===== config.mk =====
export PLATFORM = sky130hd
export DESIGN_NAME = score_bcd_display
export DESIGN_NICKNAME = d
export VERILOG_FILES = /design/src/rtl/score_pkg.sv /design/src/rtl/score_bcd_display_seg7_decoder.sv /design/src/rtl/score_bcd_display.sv
export SDC_FILE = /design/constraint.sdc
export NUM_CORES = 1
export LEC_CHECK = 0
export CORE_AREA = 8 8 130 132
export CTS_CLUSTER_SIZE = 25
export DETAILED_ROUTE_END_ITERATION = 6
export DIE_AREA = 0 0 138 140
export HOLD_SLACK_MARGIN = 0.15
export PLACE_DENSITY = 0.82
export SLEW_MARGIN = 20
export SYNTH_ARGS = -nofsm -noshare
export SYNTH_HDL_FRONTEND = slang
export SYNTH_SLANG_ARGS = --single-unit

===== constraint.sdc =====
create_clock -name clk -period 3.6 [get_ports clk]
set_input_delay 0.72 -clock clk [delete_from_list [all_inputs] [get_ports clk]]
set_output_delay 0.72 -clock clk [all_outputs]
set_load 0.01 [all_outputs]

===== src/rtl/score_pkg.sv =====
// Shared constants, seven-segment table and converter state type for the score display.
package score_pkg;
  localparam int unsigned DIGITS  = 4;
  localparam int unsigned MAX_VAL = 9999;
  localparam int unsigned SHIFT_W = 14;
  localparam int unsigned BCD_W   = 4 * DIGITS;
  localparam int unsigned CNT_W   = $clog2(SHIFT_W + 1);

  // Active-low segments, bit6..bit0 = g..a
  localparam logic [6:0] SEG_BLANK = 7'h7F;
  localparam logic [6:0] SEG_TABLE [10] = '{
    7'h40, 7'h79, 7'h24, 7'h30, 7'h19, 7'h12, 7'h02, 7'h78, 7'h00, 7'h10
  };

  typedef enum logic [1:0] {IDLE, SHIFT, DONE} conv_state_t;
endpackage


===== src/rtl/score_bcd_display_seg7_decoder.sv =====
// One BCD nibble to active-low seven-segment code; non-decimal nibbles show blank.
module seg7_decoder
  import score_pkg::*;
(
  input  logic [3:0] nibble,
  input  logic       blank,
  output logic [6:0] seg_c
);

  always_comb begin
    seg_c = SEG_BLANK;
    if (!blank && (nibble < 4'd10)) seg_c = SEG_TABLE[nibble];
  end

endmodule


===== src/rtl/score_bcd_display.sv =====
// Clamps the live score, converts it (or the session best) to BCD with a
// serial double-dabble engine and drives active-low seven-segment digits.
module score_bcd_display
  import score_pkg::*;
#(
  parameter bit BLANK_LZ = 1'b1
) (
  input  logic                 clk,
  input  logic                 resetN,
  input  logic [31:0]          score_in,
  input  logic                 game_over,
  input  logic                 show_best,
  output logic [BCD_W-1:0]     bcd_out,
  output logic [6:0]           hex0,
  output logic [6:0]           hex1,
  output logic [6:0]           hex2,
  output logic [6:0]           hex3,
  output logic [SHIFT_W-1:0]   best_score,
  output logic                 busy,
  output logic                 overflow
);

  localparam logic [6:0] HEX_HI_RST = BLANK_LZ ? SEG_BLANK : SEG_TABLE[0];

  conv_state_t        state, state_nxt;
  logic [SHIFT_W-1:0] clamp, sel, last_conv, cap_val, bin_sr;
  logic [BCD_W-1:0]   bcd_sr, bcd_adj;
  logic [CNT_W-1:0]   cnt;
  logic               load_c, shift_c, done_c;
  logic               game_over_d;
  logic [DIGITS-1:0]  blank_c;
  logic [6:0]         seg_c [DIGITS];

  assign clamp = (score_in > 32'(MAX_VAL)) ? SHIFT_W'(MAX_VAL) : score_in[SHIFT_W-1:0];
  assign sel   = show_best ? best_score : clamp;

  // Double-dabble correction: any nibble >= 5 gets +3 before the shift
  always_comb begin
    bcd_adj = bcd_sr;
    for (int i = 0; i < int'(DIGITS); i++) begin
      if (bcd_sr[4*i +: 4] >= 4'd5) bcd_adj[4*i +: 4] = bcd_sr[4*i +: 4] + 4'd3;
    end
  end

  always_ff @(posedge clk or negedge resetN) begin
    if (!resetN) state <= IDLE;
    else         state <= state_nxt;
  end

  always_comb begin
    state_nxt = state;
    unique case (state)
      IDLE:    if (sel != last_conv) state_nxt = SHIFT;
      SHIFT:   if (cnt == CNT_W'(SHIFT_W - 1)) state_nxt = DONE;
      DONE:    state_nxt = IDLE;
      default: state_nxt = IDLE;
    endcase
  end

  always_comb begin
    load_c  = 1'b0;
    shift_c = 1'b0;
    done_c  = 1'b0;
    unique case (state)
      IDLE:    load_c  = (sel != last_conv);
      SHIFT:   shift_c = 1'b1;
      DONE:    done_c  = 1'b1;
      default: ;
    endcase
  end

  // Digit i>0 blanks when it and every higher digit are zero
  assign blank_c[0] = 1'b0;
  for (genvar i = 1; i < int'(DIGITS); i++) begin : g_blank
    assign blank_c[i] = BLANK_LZ && (bcd_sr[BCD_W-1:4*i] == '0);
  end

  for (genvar i = 0; i < int'(DIGITS); i++) begin : g_seg
    seg7_decoder u_seg (
      .nibble (bcd_sr[4*i +: 4]),
      .blank  (blank_c[i]),
      .seg_c  (seg_c[i])
    );
  end

  always_ff @(posedge clk or negedge resetN) begin
    if (!resetN) begin
      bcd_out     <= '0;
      hex0        <= SEG_TABLE[0];
      hex1        <= HEX_HI_RST;
      hex2        <= HEX_HI_RST;
      hex3        <= HEX_HI_RST;
      best_score  <= '0;
      busy        <= 1'b0;
      overflow    <= 1'b0;
      game_over_d <= 1'b0;
      last_conv   <= '0;
      cap_val     <= '0;
      bin_sr      <= '0;
      bcd_sr      <= '0;
      cnt         <= '0;
    end else begin
      busy        <= (state_nxt != IDLE);
      overflow    <= (score_in > 32'(MAX_VAL));
      game_over_d <= game_over;
      // Best score captured only on the rising edge of game_over
      if (game_over && !game_over_d && (clamp > best_score)) best_score <= clamp;

      if (load_c) begin
        bin_sr  <= sel;
        bcd_sr  <= '0;
        cnt     <= '0;
        cap_val <= sel;
      end
      if (shift_c) begin
        {bcd_sr, bin_sr} <= {bcd_adj[BCD_W-2:0], bin_sr, 1'b0};
        cnt              <= cnt + CNT_W'(1);
      end
      if (done_c) begin
        bcd_out   <= bcd_sr;
        last_conv <= cap_val;
        hex0      <= seg_c[0];
        hex1      <= seg_c[1];
        hex2      <= seg_c[2];
        hex3      <= seg_c[3];
      end
    end
  end

endmodule


==> results of run 1 <==
[cell usage in the layout (no fill, tap or decap), drive strengths merged, types with 18 or more instances in the layout]
cell type,synthesis,routed
ha,35,35
clkdlybuf4s50,0,85
nand2b,18,18
a22o,22,22
nor2,44,44
dfstp,22,22
a21oi,31,31
dfrtp,103,103
clkbuf,29,19
buf,8,61
nand2,81,81
mux2,32,32
inv,52,56
o21ai,68,68
[path summary, 6_finish.rpt]
check	to	startpoint	cells past startpoint
worst min-delay path	bcd_out[8]	resetN	1
worst min register to register	hex3[6]	hex3[6]	2
worst max-delay path	best_score[10]	score_in[9]	15
worst max register to register	bin_sr[10]	best_score[10]	9
max in group asynchronous	hex3[0]	resetN	2
min in group clk	hex3[6]	hex3[6]	2
[what timing repair did]
action / 4_1_cts / 5_1_grt
gates resized for setup: 0 / 21
setup buffers: 0 / 3
setup endpoints to repair: 0 / 14
[cells by family after synthesis]
kind of cell | count (synthesis) | share of synthesized area [%]
mux | 43 | 6.89
flops | 125 | 45.1
compound gates | 211 | 20.1
buf+inv | 89 | 5.19
xor+xnor | 9 | 1.13
simple gates | 215 | 15.3
fa+ha+maj | 35 | 6.26
[critical path, cell delays in order]
cell             delay (ps)
clkdlybuf4s50_1         540
nand4_2                 200
nor4_2                  280
nor3_2                   80
and2_1                  190
ha_1                    310
a21o_1                  170
a21o_1                  170
a21o_1                  170
a21oi_1                 120
o21ai_0                 100
nand2_1                 120
a31oi_4                 120
clkbuf_16               190
mux2_4                  290
[synth_stat cells (all sizes together), types with 5 or more instances]
cell	instances
o211ai	5
nand2b	18
nand4	8
dfstp	22
a22o	22
a31oi	5
dfrtp	103
nor2	44
a21oi	31
nor3b	6
o22ai	13
inv	52
a211o	6
clkbuf	29
a211oi	7
a21o	7
buf	8
nand2	81
o31ai	6
o21bai	5
nand3	9
xnor2	5
mux2	32
a22oi	8
mux2i	11
o21ai	68
nor3	9
ha	35
nor4	5
nor2b	14
[sequential cells by signal (all words and copies together) (netlist names), 7 cells and up]
signal,flops
hex0,7
hex1,7
hex2,7
best_score,14
bin_sr,14
last_conv,14
cap_val,14
bcd_sr,16
bcd_out,16
hex3,7
[layout make-up]
| type | instances | area, µm² |
|---|---|---|
| Clock buffer | 18 | 439 |
| Clock inverter | 14 | 136 |
| Fill cell | 1174 | 5630 |
| Inverter | 52 | 195 |
| Multi-Input combinational cell | 513 | 3560 |
| Sequential cell | 125 | 3160 |
| Tap cell | 188 | 235 |
| Timing Repair Buffer | 156 | 1510 |
[layer usage]
| metal | track usage (%) | up-vias |
|---|---|---|
| li1 | - | 2865 |
| met1 | 25.6 | 2965 |
| met2 | 31.2 | 176 |
| met3 | 3.58 | 35 |
| met4 | 6.06 | 0 |
| met5 | 0 | - |
[power by group through the flow]
stage / clock [mW] / combinational, mW / sequential, mW
after floorplan: 0 / 2.11 / 2.58
after global routing: 1.74 / 3.93 / 2.74
after detailed placement: 0 / 3.40 / 2.66
after global placement: 0 / 3.30 / 2.65
final: 1.66 / 3.57 / 2.65
after CTS: 1.68 / 3.43 / 2.64
==> results.json, run 1 <==
{
  "insertion_delay_ps": 420,
  "ys_seq_area_share_pct": 45.1,
  "rows": 45,
  "p_sw_mw": 3.01,
  "dp_slack_ps": -383,
  "antenna_found_initial": 0,
  "finalCritPeriodShare_pct": 96.5,
  "hold_viol_final": 0,
  "coreArea_um2": 14900,
  "design_area_um2": 9240,
  "hpwl_um": 14000,
  "wl_met3_um": 996,
  "layout.nets": 936,
  "cts_made_buffers": 17,
  "post-route-util_pct": 62.1,
  "yosys_warnings": 0,
  "holdWs_ps": 308,
  "synth_top_area_share_pct": 36.9,
  "routed_wirelength_um": 19200,
  "ys_ff_latch": 125,
  "intPower_mw": 4.87,
  "insertedDiodeCount": 0,
  "min_period_ps": 3470,
  "grt_overflow_total": 0,
  "first_pass_iters": 5,
  "clock_path_buffers": 2,
  "routedWlPerCell_um": 18.0,
  "vias_per_cell": 5.67,
  "vias": 6041,
  "ir_worst_vdd_uv": 489,
  "leakagePower_nw": 4.25,
  "syn_area_per_cell_um2": 9.62,
  "synth_edf_count": 0,
  "grt_usage_pct": 19.3,
  "syn_nets": 798,
  "die_h_um": 140,
  "status": "finished clean",
  "hold_buffers": 0,
  "p_seq_share_pct": 33.6,
  "grt_max_degree": 92,
  "grt_pass1_wl_um": 30800,
  "met2_length_um": 9530,
  "syn_area_um2": 6990,
  "cts_sinks": 125,
  "fin_ws_ps": 126,
  "swShare_pct": 38.2,
  "synth-main-ff-cell": "dfrtp_1",
  "cp-end-kind": "flip-flop",
  "htree_levels": 4,
  "synthArstFlopShare_pct": 100,
  "p_comb_share_pct": 45.3,
  "cp-start-kind": "primary input",
  "drtIter0Drc": 519,
  "setup.worst_path.class": "primary input to flip-flop",
  "regToRegSetupSlack_ps": 930,
  "gp_congestion": 0.948,
  "drv_cap": 0,
  "drc_errors": 0,
  "setup-tns-final_ps": 0,
  "syn_inst": 727,
  "cts_tree": "yes",
  "placed_cell_area_um2": 8520,
  "final_cells": 1066,
  "p_clk_share_pct": 21.1,
  "worst_ep_arrival_time_ps": 3780,
  "antenna_left": 0,
  "cp_max_fo": 7,
  "synth_area_leaders": "dfrtp_1, dfstp_2, ha_1, o21ai_0, nand2_1",
  "slew_headroom_pct": 41.0,
  "clkSlewWorstSetupHoldPaths_ps": 60,
  "skew_ps": 9.83,
  "io_pins": 96,
  "port_buffers": 95,
  "synth_top_area_cell": "dfrtp_1",
  "slew_viol_final": 0,
  "start_util_pct": 47.0,
  "highest_layer": "met4",
  "total_power_mw": 7.88,
  "synth_cell_type_count": 67,
  "finalSetupViolCount": 0,
  "root_buffer": "clkbuf_16",
  "die_w_um": 138,
  "dieArea_um2": 19300,
  "cp_data_required_time_ps": 3900,
  "areaGrowthSynthToFinish_pct": 32.1,
  "power.density_nw_per_um2": 854,
  "dp.cells": 1030,
  "fmax_mhz": 288,
  "wl_met1_um": 8310,
  "tightest_slew_ps": 885,
  "hp-class": "primary input to asynchronous set/reset pin",
  "grt_pass1_vias": 5859,
  "drive_gt1_share_pct": 18.7
}
(Power assumes the default switching activity.)
==> run 2, diff against run 1 <==
--- a/config.mk
+++ b/config.mk
@@ -5,12 +5,12 @@
 export SDC_FILE = /design/constraint.sdc
 export NUM_CORES = 1
 export LEC_CHECK = 0
-export CORE_AREA = 8 8 130 132
+export CORE_AREA = 8 8 134 136
 export CTS_CLUSTER_SIZE = 25
 export DETAILED_ROUTE_END_ITERATION = 6
-export DIE_AREA = 0 0 138 140
+export DIE_AREA = 0 0 142 144
 export HOLD_SLACK_MARGIN = 0.15
-export PLACE_DENSITY = 0.82
+export PLACE_DENSITY = 0.78
 export SLEW_MARGIN = 20
 export SYNTH_ARGS = -nofsm -noshare
 export SYNTH_HDL_FRONTEND = slang
==> run 2 against run 1 <==
  * Combinational power down 1%
  * Cell count grew 2.0%
  * Core utilization fell by 4.9 points
  * Global-route usage about the same
  * Cell area is 0.46% lower
==> results.json, run 2 (same netlist as run 1, synthesis figures left out) <==
{
  "drtIter0Drc": 550,
  "reg.largest.list": "bcd_out x16, bcd_sr x16",
  "io_pins": 96,
  "areaGrowthSynthToFinish_pct": 31.5,
  "critPathSlowestCell": "clkdlybuf4s50_1",
  "ir_worst_vdd_uv": 431,
  "gp_congestion": 0.993,
  "clock_path_buffers": 2,
  "cts_sinks": 125,
  "leakagePower_nw": 4.19,
  "grt_pass1_vias": 5770,
  "finalCritPeriodShare_pct": 97.0,
  "die_h_um": 144,
  "insertion_delay_ps": 420,
  "cp_data_required_time_ps": 3900,
  "power.density_nw_per_um2": 866,
  "hold_viol_final": 0,
  "root_buffer": "clkbuf_16",
  "r2r_start": "last_conv[0]",
  "cp_max_fo": 7,
  "insertedDiodeCount": 0,
  "grt_pass1_wl_um": 31000,
  "port_buffers": 95,
  "r2r_cells": 10,
  "final_common_cell": "dfrtp_1",
  "routed_wirelength_um": 19600,
  "dp.cells": 1051,
  "post-route-util_pct": 57.3,
  "dp_slack_ps": -347,
  "intPower_mw": 4.97,
  "crit_end": "best_score[5]",
  "hp-class": "primary input to asynchronous set/reset pin",
  "hpwl_um": 14000,
  "crit_path_start": "score_in[13]",
  "p_clk_share_pct": 22.3,
  "skew_ps": 12.2,
  "rows": 47,
  "cts_made_buffers": 17,
  "p_comb_share_pct": 44.2,
  "setup.worst_path.class": "primary input to flip-flop",
  "drc_errors": 0,
  "min_period_ps": 3490,
  "grt_max_degree": 103,
  "total_power_mw": 7.96,
  "finalSetupViolCount": 0,
  "drive_gt1_share_pct": 17.8,
  "worst_ep_arrival_time_ps": 3800,
  "fin_ws_ps": 108,
  "layout.nets": 925,
  "slowest_delay_ps": 530,
  "r2r-end": "bcd_sr[12]",
  "routedWlPerCell_um": 18.0,
  "drv_cap": 0,
  "dieArea_um2": 20400,
  "slew_headroom_pct": 45.2,
  "p_seq_share_pct": 33.5,
  "final_cells": 1087,
  "setup-tns-final_ps": 0,
  "htree_levels": 4,
  "grt_usage_pct": 19.3,
  "antenna_left": 0,
  "final_cell_mix": "dfrtp_1, clkdlybuf4s50_1, nand2_1, o21ai_0, inv_1",
  "cts_tree": "yes",
  "start_util_pct": 43.5,
  "grt_overflow_total": 0,
  "vias": 6052,
  "crit_chain": "clkdlybuf4s50_1 -> nand4_2 -> nor4_1 -> nor3_2 -> and2_1 -> ha_1 -> a21o_1 -> a21o_1 -> a21o_1 -> a21oi_1 -> o21ai_1 -> nand2_1 -> a31oi_4 -> clkbuf_16 -> mux2_2",
  "status": "finished clean",
  "p_sw_mw": 2.99,
  "die_w_um": 142,
  "cp-end-kind": "flip-flop",
  "coreArea_um2": 16100,
  "regToRegSetupSlack_ps": 900,
  "tightest_slew_ps": 823,
  "fmax_mhz": 286,
  "swShare_pct": 37.5,
  "cp_common_cell": "a21o_1",
  "first_pass_iters": 5,
  "slew_viol_final": 0,
  "antenna_found_initial": 0,
  "cp-start-kind": "primary input",
  "vias_per_cell": 5.57,
  "clkSlewWorstSetupHoldPaths_ps": 60
}
==> run 2: changes by cell type in the layout (fill, tap and decap cells not counted), moves of 2 or more <==
cell / change
buf_12: -2
buf_4: -9
bufinv_16: +2
clkinvlp_4: -2
inv_8: -2
==> run 2: what timing repair did <==
item	in CTS	in global routing
setup endpoints to repair	0	14
buffers inserted	0	3
hold buffers	0	0
resized for setup	0	21
==> run 2: how the worst min path moves through the flow <==
stage	start	endpoint	slack [ps]	cells after the start
after floorplan	resetN	bcd_out[0]	420	0
after global placement	hex0[3]	hex0[3]	460	1
after detailed placement	hex0[3]	hex0[3]	470	1
after CTS	resetN	last_conv[0]	220	1
after global routing	resetN	last_conv[0]	230	1
final	resetN	last_conv[0]	210	1
==> run 2: power by group through the flow <==
stage	combinational (mW)	sequential, mW	clock [mW]
2_1_floorplan	2.11	2.58	0
3_3_place_gp	3.26	2.66	0
3_5_place_dp	3.34	2.67	0
4_1_cts	3.39	2.65	1.80
5_1_grt	3.87	2.75	1.87
6_report	3.52	2.66	1.78
==> run 2: per-layer routing <==
metal | wire length, µm | vias up | track usage [%]
met2 | 9510 | 191 | 31.1
met4 | 419 | 0 | 7.12
met1 | 8630 | 2976 | 25.3
li1 | - | 2855 | -
met5 | 0 | - | 0
met3 | 1020 | 30 | 3.57
==> run 2: per-stage QoR <==
step	area [µm²]	hold WS, ps
6_report	9190	213
5_1_grt	9190	225
4_1_cts	9060	215
3_5_place_dp	8450	465
3_3_place_gp	8450	463
2_1_floorplan	7010	424
==> run 2: worst max-delay path, delay by kind of cell <==
family | cells | cell delay [ps]
fa+ha+maj | 1 | 300
buf+inv | 2 | 730
compound gates | 6 | 840
simple gates | 5 | 920
mux | 1 | 270
==> run 2: cell type report <==
class / count / area (µm²)
clock buffers: 20 / 457
repair buffers: 145 / 1400
inverters: 52 / 195
flip-flops and latches: 125 / 3160
well taps: 220 / 275
clock inverters: 12 / 159
multi-input cells: 513 / 3550
fillers: 1361 / 6860
==> run 3, diff against run 2 <==
--- a/config.mk
+++ b/config.mk
@@ -5,12 +5,12 @@
 export SDC_FILE = /design/constraint.sdc
 export NUM_CORES = 1
 export LEC_CHECK = 0
-export CORE_AREA = 8 8 134 136
+export CORE_AREA = 8 8 142 144
 export CTS_CLUSTER_SIZE = 25
 export DETAILED_ROUTE_END_ITERATION = 6
-export DIE_AREA = 0 0 142 144
+export DIE_AREA = 0 0 150 152
 export HOLD_SLACK_MARGIN = 0.15
-export PLACE_DENSITY = 0.78
+export PLACE_DENSITY = 0.71
 export SLEW_MARGIN = 20
 export SYNTH_ARGS = -nofsm -noshare
 export SYNTH_HDL_FRONTEND = slang
==> run 3 against run 2 <==
  * Cell count up 2.5%
  * Combinational power grew 3%
  * Critical path depth shrank 2
  * First-iteration DRC count down 28%
  * Worst setup slack worse by 13 ps
  * Power up 1.1%
  * Highest routed layer unchanged
  * Wire length about the same
  * Fmax down 0.38%
  * Cell area up 2.4%
  * Clock power about the same
==> results.json, run 3 (same netlist as run 1, synthesis figures left out) <==
{
  "p_seq_share_pct": 33.0,
  "r2r_cells": 10,
  "drive_gt1_share_pct": 20.2,
  "die_w_um": 150,
  "cts_sinks": 125,
  "wl_met3_um": 1130,
  "cp-start-kind": "primary input",
  "slew_viol_final": 0,
  "cts_made_buffers": 17,
  "leakagePower_nw": 4.28,
  "drc_errors": 0,
  "rows": 49,
  "cp-end-kind": "flip-flop",
  "tightest_slew_ps": 798,
  "setup-tns-final_ps": 0,
  "met2_length_um": 9320,
  "regToRegSetupSlack_ps": 810,
  "slew_headroom_pct": 45.4,
  "fmax_mhz": 285,
  "setup.worst_path.class": "primary input to flip-flop",
  "p_comb_share_pct": 44.8,
  "clock_path_buffers": 2,
  "coreArea_um2": 17800,
  "cp_data_required_time_ps": 3960,
  "grt_usage_pct": 17.3,
  "hp-class": "primary input to asynchronous set/reset pin",
  "finalSetupViolCount": 0,
  "clkSlewWorstSetupHoldPaths_ps": 60,
  "drv_cap": 0,
  "antenna_left": 0,
  "vias_per_cell": 5.34,
  "hold_viol_final": 0,
  "wl_met1_um": 8720,
  "vias": 5946,
  "p_sw_mw": 3.00,
  "grt_pass1_wl_um": 31500,
  "ir_worst_vdd_uv": 404,
  "dp_slack_ps": -444,
  "routedWlPerCell_um": 17.6,
  "gp_congestion": 0.954,
  "slowest_delay_ps": 570,
  "power.density_nw_per_um2": 855,
  "insertion_delay_ps": 420,
  "dieArea_um2": 22800,
  "die_h_um": 152,
  "htree_levels": 4,
  "io_pins": 96,
  "start_util_pct": 39.3,
  "first_pass_iters": 6,
  "port_buffers": 95,
  "status": "finished clean",
  "skew_ps": 6.97,
  "fin_ws_ps": 94.6,
  "grt_overflow_total": 0,
  "reg.largest.list": "bcd_out x16, bcd_sr x16",
  "insertedDiodeCount": 0,
  "cts_tree": "yes",
  "r2r-end": "bcd_sr[1]",
  "root_buffer": "clkbuf_16",
  "drtIter0Drc": 394,
  "holdWs_ps": 308,
  "crit_chain": "clkdlybuf4s50_1 -> buf_4 -> nand4_2 -> buf_4 -> o41ai_4 -> nor3_2 -> or4_1 -> a32oi_1 -> nand4_1 -> buf_4 -> o21ai_2 -> buf_4 -> a22o_1",
  "hold_buffers": 0,
  "antenna_found_initial": 0,
  "highest_layer": "met4",
  "swShare_pct": 37.3,
  "areaGrowthSynthToFinish_pct": 34.7,
  "worst_ep_arrival_time_ps": 3860,
  "final_common_cell": "dfrtp_1",
  "finalCritPeriodShare_pct": 97.4,
  "total_power_mw": 8.05,
  "grt_pass1_vias": 5919,
  "intPower_mw": 5.04,
  "cp_common_cell": "buf_4",
  "p_clk_share_pct": 22.2,
  "routed_wirelength_um": 19600,
  "r2r_start": "last_conv[0]",
  "cp_max_fo": 19,
  "hpwl_um": 14200,
  "min_period_ps": 3510,
  "layout.nets": 943,
  "critPathSlowestCell": "or4_1",
  "final_cell_mix": "dfrtp_1, clkdlybuf4s50_1, nand2_1, o21ai_0, buf_4",
  "grt_max_degree": 64
}
==> run 3: worst max-delay path by stage <==
stage | cells after the start | to | start | slack [ps]
finish | 13 | bcd_sr[1] | score_in[13] | 90
global route | 17 | best_score[13] | score_in[17] | -60
CTS | 14 | best_score[4] | score_in[27] | 10
detailed placement | 14 | best_score[4] | score_in[27] | -440
global placement | 15 | best_score[3] | score_in[11] | -400
floorplan | 15 | best_score[10] | score_in[18] | 70
==> run 3: timing repair <==
item                                    in CTS  in global routing
endpoints found under the setup margin       0                 14
setup buffers                                0                  3
gates resized for setup                      0                 29
==> run 3: worst max-delay path: cells and delay by family <==
family | cells | cell delay [ps]
AOI/OAI and AO/OA | 4 | 1030
buffers and inverters | 5 | 1230
and+or+nand+nor | 4 | 890
==> run 3: layout make-up <==
cell class	count	area [µm²]
clock buffers	20	457
clock inverters	12	159
fillers	1585	8360
inverters	52	195
multi-input cells	513	3600
flip-flops and latches	125	3160
well taps	229	287
repair buffers	163	1560
==> run 3: power by group through the flow <==
stage / logic [mW] / registers, mW / clock network, mW
floorplan: 2.11 / 2.58 / 0
global placement: 3.36 / 2.65 / 0
detailed placement: 3.43 / 2.67 / 0
CTS: 3.47 / 2.65 / 1.81
global route: 3.97 / 2.76 / 1.88
finish: 3.61 / 2.65 / 1.79
==> run 3: routing by layer <==
layer  GRT usage, %  vias to the layer above
met5              0                        -
met4           6.00                        0
met2           27.8                      172
met3           3.89                       39
met1           22.3                     2842
li1               -                     2893
==> run 3: stage by stage <==
stage	area, µm²	instances	utilization [%]
final	9420	1114	53.0
after global placement	8620	1078	48.5
after detailed placement	8620	1078	48.5
after floorplan	7010	727	-
after CTS	9240	1110	51.9
after global routing	9420	1114	53.0
